==> config.mk <==
export PLATFORM = sky130hd
export DESIGN_NAME = fb_loader
export DESIGN_NICKNAME = d
export VERILOG_FILES = /design/src/rtl/fb_loader.sv
export SDC_FILE = /design/constraint.sdc
export NUM_CORES = 1
export LEC_CHECK = 0
export BUFFER_PORTS_ARGS = -buffer_cell sky130_fd_sc_hd__buf_4
export CORE_UTILIZATION = 35
export CTS_CLUSTER_SIZE = 12
export DETAILED_ROUTE_END_ITERATION = 12
export GPL_TIMING_DRIVEN = 0
export PLACE_DENSITY = 0.55
export REMOVE_ABC_BUFFERS = 1
export SYNTH_ARGS = -nofsm -noshare
export SYNTH_HDL_FRONTEND = slang
export SYNTH_SLANG_ARGS = --single-unit
==> constraint.sdc <==
create_clock -name clock -period 3 [get_ports clock]
set_input_delay 0.15 -clock clock [delete_from_list [all_inputs] [get_ports clock]]
set_output_delay 0.15 -clock clock [all_outputs]
set_load 0.02 [all_outputs]
==> src/rtl/fb_loader.sv <==
// Byte-stream framebuffer loader: assembles 16-bit pixels from a valid/ready byte
// stream and writes them row-major into the scan driver's RAM, with a fill command.
module fb_loader #(
  parameter int          WIDTH      = 32,
  parameter int          HEIGHT     = 16,
  parameter int          ADDR_WIDTH = 16,
  parameter int          TIMEOUT    = 1_000_000,
  parameter logic [7:0]  SYNC_BYTE  = 8'hA5,
  parameter logic [7:0]  FILL_BYTE  = 8'h5A
) (
  input  logic                  clock,
  input  logic                  reset,
  input  logic [7:0]            in_data,
  input  logic                  in_valid,
  output logic                  in_ready,
  output logic                  write_enable,
  output logic [ADDR_WIDTH-1:0] write_address,
  output logic [15:0]           write_value,
  output logic                  busy,
  output logic                  frame_done,
  output logic                  error
);

  localparam int N  = WIDTH * HEIGHT;
  localparam int CW = $clog2(TIMEOUT + 1);
  localparam logic [ADDR_WIDTH-1:0] LAST_INDEX = ADDR_WIDTH'(N - 1);
  localparam logic [CW-1:0]         TIME_LIMIT = CW'(TIMEOUT - 1);

  typedef enum logic [2:0] {
    IDLE, PIX_LO, PIX_HI, FILL_LO, FILL_HI, FILL_RUN, DONE
  } state_t;

  state_t                  state, state_next;
  logic [ADDR_WIDTH-1:0]   index, index_next;
  logic [7:0]              lo, lo_next;
  logic [15:0]             fill_value, fill_value_next;
  logic [CW-1:0]           count, count_next;
  logic                    write_enable_next;
  logic [ADDR_WIDTH-1:0]   write_address_next;
  logic [15:0]             write_value_next;
  logic                    frame_done_next;
  logic                    error_next;
  logic                    accept;
  logic                    timed;

  assign in_ready = (state == IDLE) || (state == PIX_LO) || (state == PIX_HI) ||
                    (state == FILL_LO) || (state == FILL_HI);
  assign timed    = (state == PIX_LO) || (state == PIX_HI) ||
                    (state == FILL_LO) || (state == FILL_HI);
  assign accept   = in_valid && in_ready;
  assign busy     = (state != IDLE);

  always_ff @(posedge clock or posedge reset) begin
    if (reset) begin
      state         <= IDLE;
      index         <= '0;
      lo            <= '0;
      fill_value    <= '0;
      count         <= '0;
      write_enable  <= 1'b0;
      write_address <= '0;
      write_value   <= '0;
      frame_done    <= 1'b0;
      error         <= 1'b0;
    end else begin
      state         <= state_next;
      index         <= index_next;
      lo            <= lo_next;
      fill_value    <= fill_value_next;
      count         <= count_next;
      write_enable  <= write_enable_next;
      write_address <= write_address_next;
      write_value   <= write_value_next;
      frame_done    <= frame_done_next;
      error         <= error_next;
    end
  end

  always_comb begin
    state_next         = state;
    index_next         = index;
    lo_next            = lo;
    fill_value_next    = fill_value;
    write_enable_next  = 1'b0;
    write_address_next = write_address;
    write_value_next   = write_value;
    // DONE is entered together with the last write, so the pulse lands one cycle later
    frame_done_next    = (state == DONE);
    error_next         = 1'b0;
    count_next         = (accept || !timed) ? '0 : count + CW'(1);

    case (state)
      IDLE: begin
        if (accept) begin
          if (in_data == SYNC_BYTE) begin
            state_next = PIX_LO;
            index_next = '0;
          end else if (in_data == FILL_BYTE) begin
            state_next = FILL_LO;
          end
        end
      end
      PIX_LO: begin
        if (accept) begin
          lo_next    = in_data;
          state_next = PIX_HI;
        end
      end
      PIX_HI: begin
        if (accept) begin
          write_enable_next  = 1'b1;
          write_address_next = index;
          write_value_next   = {in_data, lo};
          if (index == LAST_INDEX) begin
            state_next = DONE;
          end else begin
            index_next = index + ADDR_WIDTH'(1);
            state_next = PIX_LO;
          end
        end
      end
      FILL_LO: begin
        if (accept) begin
          lo_next    = in_data;
          state_next = FILL_HI;
        end
      end
      FILL_HI: begin
        if (accept) begin
          fill_value_next = {in_data, lo};
          index_next      = '0;
          state_next      = FILL_RUN;
        end
      end
      FILL_RUN: begin
        write_enable_next  = 1'b1;
        write_address_next = index;
        write_value_next   = fill_value;
        if (index == LAST_INDEX) begin
          state_next = DONE;
        end else begin
          index_next = index + ADDR_WIDTH'(1);
        end
      end
      DONE: begin
        state_next = IDLE;
      end
      default: begin
        state_next = IDLE;
      end
    endcase

    // An accepted byte always beats the timeout in the same cycle
    if (timed && !accept && (count == TIME_LIMIT)) begin
      state_next = IDLE;
      error_next = 1'b1;
      count_next = '0;
    end
  end

endmodule
==> results_dict.tcl, run 1 <==
set metrics [dict create \
    crit_start "state[0]$_DFFE_PP0P_" \
    ant_nets 0 \
    switchingPower_uw 1560 \
    max_freq_mhz 378 \
    syn_inst 443 \
    critPathLaunchType "flop" \
    path_max_fanout 20 \
    final_min_period_over_clock_period 0.882 \
    syn2layout_area_growth_pct 19.5 \
    dieArea_sq_um 13500 \
    path_cells "and3b_2 -> nor2_2 -> nand3_1 -> o311ai_1 -> o31ai_1" \
    wl_met3_um 273 \
    first_pass_iters 5 \
    antenna_cells 0 \
    num_vias 3387 \
    cpMaxStageDelayCell "nand3_1" \
    clock-sinks 98 \
    wl_met1_mm 4.45 \
    gr-total-overflow 0 \
    final_nets 502 \
    crit_type "reg -> reg" \
    io_pins 48 \
    cts_root_buf "clkbuf_16" \
    dr_wl_met2_mm 4.64 \
    max_stage_delay_ps 590 \
    synth_async_sr_flop_share 1.00 \
    first_global_vias 3292 \
    arrival_ps 2860 \
    max-vdd-ir-drop_uv 410 \
    final_cell_mix "dfrtp_1, nand2_1, buf_4" \
    cp-end-kind "flop" \
    drtIter0Drc 149 \
    post_cts.repair.setup_buffers 0 \
    internal_power_uw 2920 \
    rows 41 \
    clock_skew_ps 6.88 \
    dpl.hpwl_mm 6.39 \
    clock_power_share 0.252 \
    dieHeight_um 116 \
    syn_area_sq_um 4550 \
    final_core_util 0.429 \
    slew_violations 0 \
    pwr-share-seq 0.425 \
    setup_violations 0 \
    r2r_start "state[0]$_DFFE_PP0P_" \
    post_layout_nonfiller_instances 665 \
    coreArea_sq_um 12700 \
    p_total_uw 4490 \
    placedCellCount 649 \
    crit_required_ps 3210 \
    highest_layer "met4" \
    ys_ff_latch 98 \
    grt_max_degree 61 \
    numCtsBuffers 9 \
    layout_commonest_cell "dfrtp_1" \
    p_leak_uw 0.00242 \
    tns_ps 0 \
    status "finished, final reports clean" \
    holdCritPathClass "in -> reg" \
    combPwrFrac 0.324 \
    min_period_ps 2650 \
    tightestPinTransition_ps 904 \
    synth_warnings 0 \
    htreeDepth 3 \
    grtUsageTotal 0.157 \
    clk_pin_slew_ps 60 \
    swShare 0.348 \
    initial_core_util 0.359 \
    clock_latency_ps 340 \
    port_buffers 47 \
    antenna_found_initial 0 \
    finalHoldViolCount 0 \
    grt_first_pass_wirelength_mm 16.4 \
    routed_wl_mm 9.55 \
    min_from "in_data[0]" \
    maxCapViolations 0 \
    yosys_most_used_dff "dfrtp_1" \
    drive_gt1_frac 0.183 \
    maxSlewHeadroom 0.397 \
    synth_seq_area_share 0.539 \
    syn_area_per_cell_sq_um 10.3 \
    synth_edf_count 0 \
    place_congestion 0.740 \
    power_density_nw_per_um2 825 \
    rsz0062_at_grt "false" \
    wl_per_cell_um 14.4 \
    max-clock-path-buffers 2 \
    drc 0 \
    synth_cell_types 53 \
    dieWidth_um 116 \
    via_per_inst 5.09 \
    cts_tree "yes" \
]
==> layout make-up <==
cell class,count,area [sq um]
fillers,1253,7230
flip-flops and latches,98,2450
multi-input cells,314,2000
repair buffers,52,433
clock buffers,12,246
well taps,172,215
inverters,14,55.1
clock inverters,3,40.0
==> timing repair <==
action                                  CTS  global route
endpoints found under the setup margin    1             0
hold endpoints to repair                 38             0
resized for setup                         1             0
hold buffers                              1             0
==> registers in the layout, indices dropped and copies added, names as in the netlist, 3 cells and up <==
signal and cells:
count 20, state 3, fill_value 16, lo 8, index 16, write_address 16
write_value 16
==> logic make-up (layout without fill, tap and decap cells) <==
| group | count (synthesis) | in the layout | share of synthesized area |
|---|---|---|---|
| AOI/OAI and AO/OA | 60 | 60 | 0.0805 |
| xor gates and xnor gates | 16 | 16 | 0.0308 |
| adders and majority gates | 2 | 2 | 0.00550 |
| buffers and inverters | 31 | 81 | 0.0283 |
| DFF | 98 | 98 | 0.539 |
| muxes | 47 | 47 | 0.110 |
| and+or+nand+nor | 189 | 189 | 0.206 |
==> through the flow <==
stage,worst slack [ps],cell area (sq um),hold WS (ps)
6_report,354,5440,69.9
4_1_cts,333,5430,65.2
2_1_floorplan,-691,4480,285
3_3_place_gp,-2590,5040,413
3_5_place_dp,-51.8,5140,238
5_1_grt,97.8,5440,72.5
==> critical path: cells and delay by family, from the launching register on <==
kind | cells | cell delay [ps]
AO/OA/AOI/OAI | 2 | 410
flip-flops | 1 | 530
AND/OR/NAND/NOR | 3 | 1570
==> layer usage <==
| metal | GRT usage | vias up |
|---|---|---|
| met2 | 0.262 | 64 |
| met4 | 0.0504 | 0 |
| li1 | - | 1646 |
| met3 | 0.0429 | 19 |
| met5 | 0 | - |
| met1 | 0.199 | 1658 |
==> path summary, 6_finish.rpt <==
path	endpoint	slack, ps	cells after the start
min in group asynchronous	fill_value[6]$_DFFE_PP0P_	410	3
max	index[12]$_DFFE_PP0P_	350	5
max in group asynchronous	write_address[6]$_DFFE_PP0P_	1920	4
min reg2reg	count[0]$_DFF_PP0_	470	1
max reg2reg	index[12]$_DFFE_PP0P_	350	5
min	fill_value[8]$_DFFE_PP0P_	70	2
==> synth_stat cells, types with 5 or more instances <==
cell type | instances | area, sq um
a21oi_1 | 7 | 35.0
clkbuf_1 | 10 | 37.5
dfrtp_1 | 98 | 2450
inv_1 | 13 | 48.8
mux2_1 | 10 | 113
mux2_2 | 14 | 158
mux2i_1 | 23 | 230
nand2_1 | 85 | 319
nand3_1 | 19 | 95.1
nand4_1 | 5 | 31.3
nor2_1 | 22 | 82.6
nor3_1 | 11 | 55.1
nor4_1 | 9 | 56.3
o21ai_1 | 26 | 130
o31ai_1 | 7 | 52.6
or3_1 | 5 | 31.3
xnor2_1 | 9 | 78.8
xor2_1 | 7 | 61.3
==> power groups by stage <==
stage / combinational, uW / clock (uW) / sequential (uW)
after global routing: 1620 / 1230 / 1960
final: 1450 / 1130 / 1910
after floorplan: 811 / 0 / 2020
after detailed placement: 1480 / 0 / 1930
after CTS: 1480 / 1170 / 1900
after global placement: 1400 / 0 / 1910
Note: power is estimated with default switching activity, not from simulation.
==> run 2: changes to the inputs <==
--- a/config.mk
+++ b/config.mk
@@ -5,6 +5,7 @@
 export SDC_FILE = /design/constraint.sdc
 export NUM_CORES = 1
 export LEC_CHECK = 0
+export ABC_AREA = 1
 export BUFFER_PORTS_ARGS = -buffer_cell sky130_fd_sc_hd__buf_4
 export CORE_UTILIZATION = 35
 export CTS_CLUSTER_SIZE = 12
==> results_dict.tcl, run 2 <==
set metrics [dict create \
    crit_type "reg -> reg" \
    regMostFlops "count" \
    ant_nets 0 \
    grt_first_pass_wirelength_mm 18.8 \
    rows 42 \
    largest_reg_flops 20 \
    switchingPower_uw 1860 \
    tns_ps 0 \
    coreArea_sq_um 13500 \
    drive_gt1_frac 0.163 \
    min_from "in_data[2]" \
    power_density_nw_per_um2 871 \
    rr_endpoint "index[4]$_DFFE_PP0P_" \
    drtIter0Drc 279 \
    synth_top_cell_area_share 0.499 \
    hold_end "write_value[10]$_DFFE_PP0P_" \
    tightestPinTransition_ps 928 \
    path_max_fanout 21 \
    cts_tree "yes" \
    synth_edf_count 0 \
    wl_per_cell_um 13.2 \
    num_vias 3992 \
    dieArea_sq_um 14500 \
    syn_inst 607 \
    via_per_inst 4.80 \
    grt_max_degree 52 \
    synth_seq_area_share 0.499 \
    final_nets 664 \
    maxCapViolations 0 \
    synth_cell_types 38 \
    grtUsageTotal 0.163 \
    io_pins 48 \
    numCtsBuffers 9 \
    initial_core_util 0.365 \
    rsz0062_at_grt "false" \
    final_cell_mix "nand2_1, dfrtp_1, nor2_1" \
    p_total_uw 5040 \
    cpMaxStageDelayCell "nand2_2" \
    first_global_vias 3850 \
    min_period_ps 2270 \
    setup_violations 0 \
    combPwrFrac 0.363 \
    holdWs_ps 76.9 \
    max_freq_mhz 441 \
    dieHeight_um 120 \
    synth_async_sr_flop_share 1.00 \
    pre_cts_ws_ps 727 \
    antenna_cells 0 \
    internal_power_uw 3180 \
    clock_latency_ps 350 \
    fin_ws_ps 731 \
    layout_commonest_cell "nand2_1" \
    max_stage_delay_ps 500 \
    clk_pin_slew_ps 70 \
    ys_ff_latch 98 \
    final_min_period_over_clock_period 0.756 \
    final_core_util 0.431 \
    slew_violations 0 \
    path_cells "inv_1 -> nand3_2 -> nand2_2 -> inv_4 -> nor2_4 -> nor2_8 -> inv_6 -> nand2_1 -> o21ai_2" \
    yosys_most_used_dff "dfrtp_1" \
    port_buffers 47 \
    syn_area_sq_um 4910 \
    synth_common_cells "nand2_1, dfrtp_1, nor2_1, inv_1, nand3_1" \
    max-clock-path-buffers 2 \
    antenna_found_initial 0 \
    routed_wl_mm 11.0 \
    path_buf_inv 3 \
    clock_power_share 0.247 \
    place_congestion 0.907 \
    synth_warnings 0 \
    status "finished, final reports clean" \
    maxSlewHeadroom 0.380 \
    crit_required_ps 3280 \
    htreeDepth 3 \
    pwr-share-seq 0.390 \
    path_depth 9 \
    clock-sinks 98 \
    reg2regPathDepth 9 \
    post_cts.repair.setup_buffers 0 \
    reg2reg_slack_ps 730 \
    syn2layout_area_growth_pct 18.0 \
    hold_path_depth 3 \
    drc 0 \
    yosysTopAreaCell "dfrtp_1" \
    finalHoldViolCount 0 \
    max-vdd-ir-drop_uv 424 \
    gr-total-overflow 0 \
    r2r_start "state[1]$_DFFE_PP0P_" \
    swShare 0.369 \
    syn_area_per_cell_sq_um 8.09 \
    path_delay_family "simple AND/OR/NAND/NOR gates" \
    arrival_ps 2540 \
    cts_root_buf "clkbuf_16" \
    first_pass_iters 4 \
    synth.area.top_cells "dfrtp_1, nand2_1, nor2_1" \
    cp-end-kind "flop" \
    clock_skew_ps 9.37 \
    critPathLaunchType "flop" \
    holdCritPathClass "in -> reg" \
    dpl.hpwl_mm 7.75 \
    synth_most_common_cell "nand2_1" \
    dieWidth_um 120 \
    p_leak_uw 0.00267 \
]
## run 2: cell count changes in the layout (fill, tap and decap cells not counted), sizes merged, moves of 13 or more
cell   previous run  this run
a31oi             1        18
inv              14        62
mux2             24        11
mux2i            23         0
nand2            85       159
nand3            19        43
nor2             24       102
## run 2: through the flow
stage / instance area (sq um) / std cells
6_report: 5790 / 832
5_1_grt: 5790 / 832
4_1_cts: 5790 / 832
3_5_place_dp: 5460 / 815
3_3_place_gp: 5380 / 812
2_1_floorplan: 4810 / 589
## run 2: cells by family (layout without fill, tap and decap cells)
kind of cell / count (synthesis) / in the layout / share of synthesized area
buffers and inverters: 80 / 129 / 0.0701
AOI/OAI and AO/OA: 71 / 71 / 0.0854
muxes: 11 / 11 / 0.0252
adders and majority gates: 2 / 2 / 0.00510
DFF: 98 / 98 / 0.499
and+or+nand+nor: 332 / 332 / 0.292
xor gates and xnor gates: 13 / 13 / 0.0232
## run 2: how the worst max path moves through the flow
stage | from | to | slack (ps)
floorplan | reset | count[0]$_DFF_PP0_ | 290
global placement | reset | count[18]$_DFF_PP0_ | -980
detailed placement | state[1]$_DFFE_PP0P_ | index[12]$_DFFE_PP0P_ | 730
CTS | state[1]$_DFFE_PP0P_ | index[4]$_DFFE_PP0P_ | 690
global route | state[1]$_DFFE_PP0P_ | index[13]$_DFFE_PP0P_ | 500
finish | state[1]$_DFFE_PP0P_ | index[4]$_DFFE_PP0P_ | 730
## run 2: timing repair
action | CTS | global route
gates resized for setup | 0 | 0
hold buffers | 1 | 0
hold endpoints to repair | 47 | 0
## run 2: final cells by class
class | instances | area [sq um]
well taps | 176 | 220
repair buffers | 51 | 445
fillers | 1386 | 7660
inverters | 62 | 243
clock inverters | 5 | 77.6
clock buffers | 11 | 243
multi-input cells | 429 | 2110
flip-flops and latches | 98 | 2450
## run 2: power groups by stage
stage	logic [uW]	clock network [uW]	registers, uW
floorplan	926	0	2200
global placement	1760	0	1980
detailed placement	1860	0	2000
CTS	1860	1290	1980
global route	2040	1330	2030
finish	1830	1240	1970
## run 2: routing by layer
layer  routed length [um]  global-route usage  part of all wire  vias to the layer above
met5                    0                   0                 0                        -
met4                  119              0.0517             0.011                        0
met3                  394              0.0368             0.036                        9
met2                 5150               0.264              0.47                       65
met1                 5290               0.217              0.48                     1876
li1                     -                   -                 -                     2042
## run 2: worst min-delay path, stage by stage
cell	delay (ps)
buf_4	120
nand2_1	50
a31oi_1	70
==> run 3: changes to the inputs <==
--- a/config.mk
+++ b/config.mk
@@ -11,7 +11,7 @@
 export CTS_CLUSTER_SIZE = 12
 export DETAILED_ROUTE_END_ITERATION = 12
 export GPL_TIMING_DRIVEN = 0
-export PLACE_DENSITY = 0.55
+export PLACE_DENSITY = 0.57
 export REMOVE_ABC_BUFFERS = 1
 export SYNTH_ARGS = -nofsm -noshare
 export SYNTH_HDL_FRONTEND = slang
==> constraint.sdc (replaced) <==
create_clock -name clock -period 1.9 [get_ports clock]
set_input_delay 0.095 -clock clock [delete_from_list [all_inputs] [get_ports clock]]
set_output_delay 0.095 -clock clock [all_outputs]
set_load 0.02 [all_outputs]
==> results_dict.tcl, run 3 (synthesized netlist as in run 2, its figures left out) <==
set metrics [dict create \
    status "finished, final reports clean" \
    grtUsageTotal 0.162 \
    crit_type "reg -> reg" \
    pre_cts_ws_ps -404 \
    crit_required_ps 2120 \
    cts_root_buf "clkbuf_16" \
    design_area_sq_um 5880 \
    p_leak_uw 0.00268 \
    cts_tree "yes" \
    regMostFlops "count" \
    clk_pin_slew_ps 60 \
    htreeDepth 3 \
    ant_nets 0 \
    fillers 1380 \
    grt_max_degree 66 \
    initial_core_util 0.365 \
    layout_commonest_cell "nand2_1" \
    final_cell_mix "nand2_1, dfrtp_1, nor2_1" \
    min_period_ps 1760 \
    clock-sinks 98 \
    maxCapViolations 0 \
    syn2layout_area_growth_pct 19.8 \
    setup_violations 0 \
    numCtsBuffers 9 \
    clock_latency_ps 340 \
    tightestPinTransition_ps 558 \
    dpl_cell_area_sq_um 5440 \
    tns_ps 0 \
    combPwrFrac 0.384 \
    slew_violations 0 \
    finalHoldViolCount 0 \
    routed_wl_mm 11.2 \
    power_density_nw_per_um2 1360 \
    cp-end-kind "flop" \
    max-vdd-ir-drop_uv 506 \
    rows 42 \
    drc 0 \
    largest_reg_flops 20 \
    pwr-share-seq 0.393 \
    dieWidth_um 120 \
    max-clock-path-buffers 2 \
    dieArea_sq_um 14500 \
    path_max_fanout 30 \
    gr-total-overflow 0 \
    arrival_ps 1980 \
    final_nets 673 \
    fin_ws_ps 139 \
    antenna_found_initial 0 \
    wl_per_cell_um 13.4 \
    drtIter0Drc 322 \
    place_congestion 0.894 \
    final_min_period_over_clock_period 0.927 \
    first_global_vias 3985 \
    swShare 0.381 \
    io_pins 48 \
    via_per_inst 4.93 \
    antenna_cells 0 \
    first_pass_iters 5 \
    switchingPower_uw 3040 \
    rsz0062_at_grt "false" \
    internal_power_uw 4940 \
    coreArea_sq_um 13500 \
    holdCritPathClass "in -> reg" \
    critPathLaunchType "flop" \
    grt_first_pass_wirelength_mm 18.7 \
    max_freq_mhz 568 \
    clock_skew_ps 5.31 \
    final_core_util 0.437 \
    num_vias 4141 \
    clock_power_share 0.224 \
    dpl.hpwl_mm 7.65 \
    drive_gt1_frac 0.187 \
    port_buffers 47 \
    maxSlewHeadroom 0.627 \
    dieHeight_um 120 \
]
-- run 3: cell type report --
cell class	count	area, sq um	share of cell area
inverters	62	243	0.0413
repair buffers	57	470	0.0800
flip-flops and latches	98	2450	0.418
clock buffers	12	246	0.0419
clock inverters	3	40.0	0.00681
well taps	176	220	0.0375
multi-input cells	432	2200	0.375
-- run 3: critical path: stages (launching register included) --
cell and delay, ps:
dfrtp_2 480, inv_2 130, nand3_2 220, o21ai_4 270
buf_16 200, mux2_2 340
-- run 3: per-stage QoR --
| stage | power (uW) | hold WS, ps | cells |
|---|---|---|---|
| after floorplan | 4940 | 251 | 589 |
| after global placement | 5900 | 390 | 812 |
| after detailed placement | 6040 | 153 | 814 |
| after CTS | 7960 | 30.9 | 833 |
| after global routing | 8520 | 48.4 | 840 |
| final | 7980 | 36.3 | 840 |
-- run 3: per-layer routing --
metal | routed length, um | share of wire | GRT usage
met3 | 384 | 0.034 | 0.0245
met1 | 5200 | 0.46 | 0.210
met2 | 5370 | 0.48 | 0.263
met5 | 0 | 0 | 0
met4 | 281 | 0.025 | 0.0787
-- run 3: worst paths after layout --
kind	cells after the start	from	to	slack [ps]
min in group asynchronous	3	reset	count[18]$_DFF_PP0_	340
max in group asynchronous	4	reset	write_address[11]$_DFFE_PP0P_	890
setup / recovery	5	state[2]$_DFFE_PP0P_	write_address[6]$_DFFE_PP0P_	140
setup reg to reg	5	state[2]$_DFFE_PP0P_	write_address[6]$_DFFE_PP0P_	140
hold / removal	3	in_data[2]	write_value[10]$_DFFE_PP0P_	40
hold reg to reg	2	fill_value[14]$_DFFE_PP0P_	fill_value[14]$_DFFE_PP0P_	490
-- run 3: what timing repair did --
item | in CTS | in global routing
hold buffers | 1 | 0
cloned | 1 | 2
buffers inserted | 2 | 5
endpoints found under the setup margin | 79 | 36
pin swaps | 1 | 2
hold endpoints to repair | 33 | 0
resized for setup | 6 | 10
-- run 3: power by group through the flow --
stage / clock [uW] / sequential, uW / combinational, uW
global route: 1910 / 3230 / 3390
global placement: 0 / 3130 / 2770
detailed placement: 0 / 3160 / 2890
CTS: 1840 / 3130 / 2990
floorplan: 0 / 3480 / 1460
finish: 1780 / 3130 / 3060
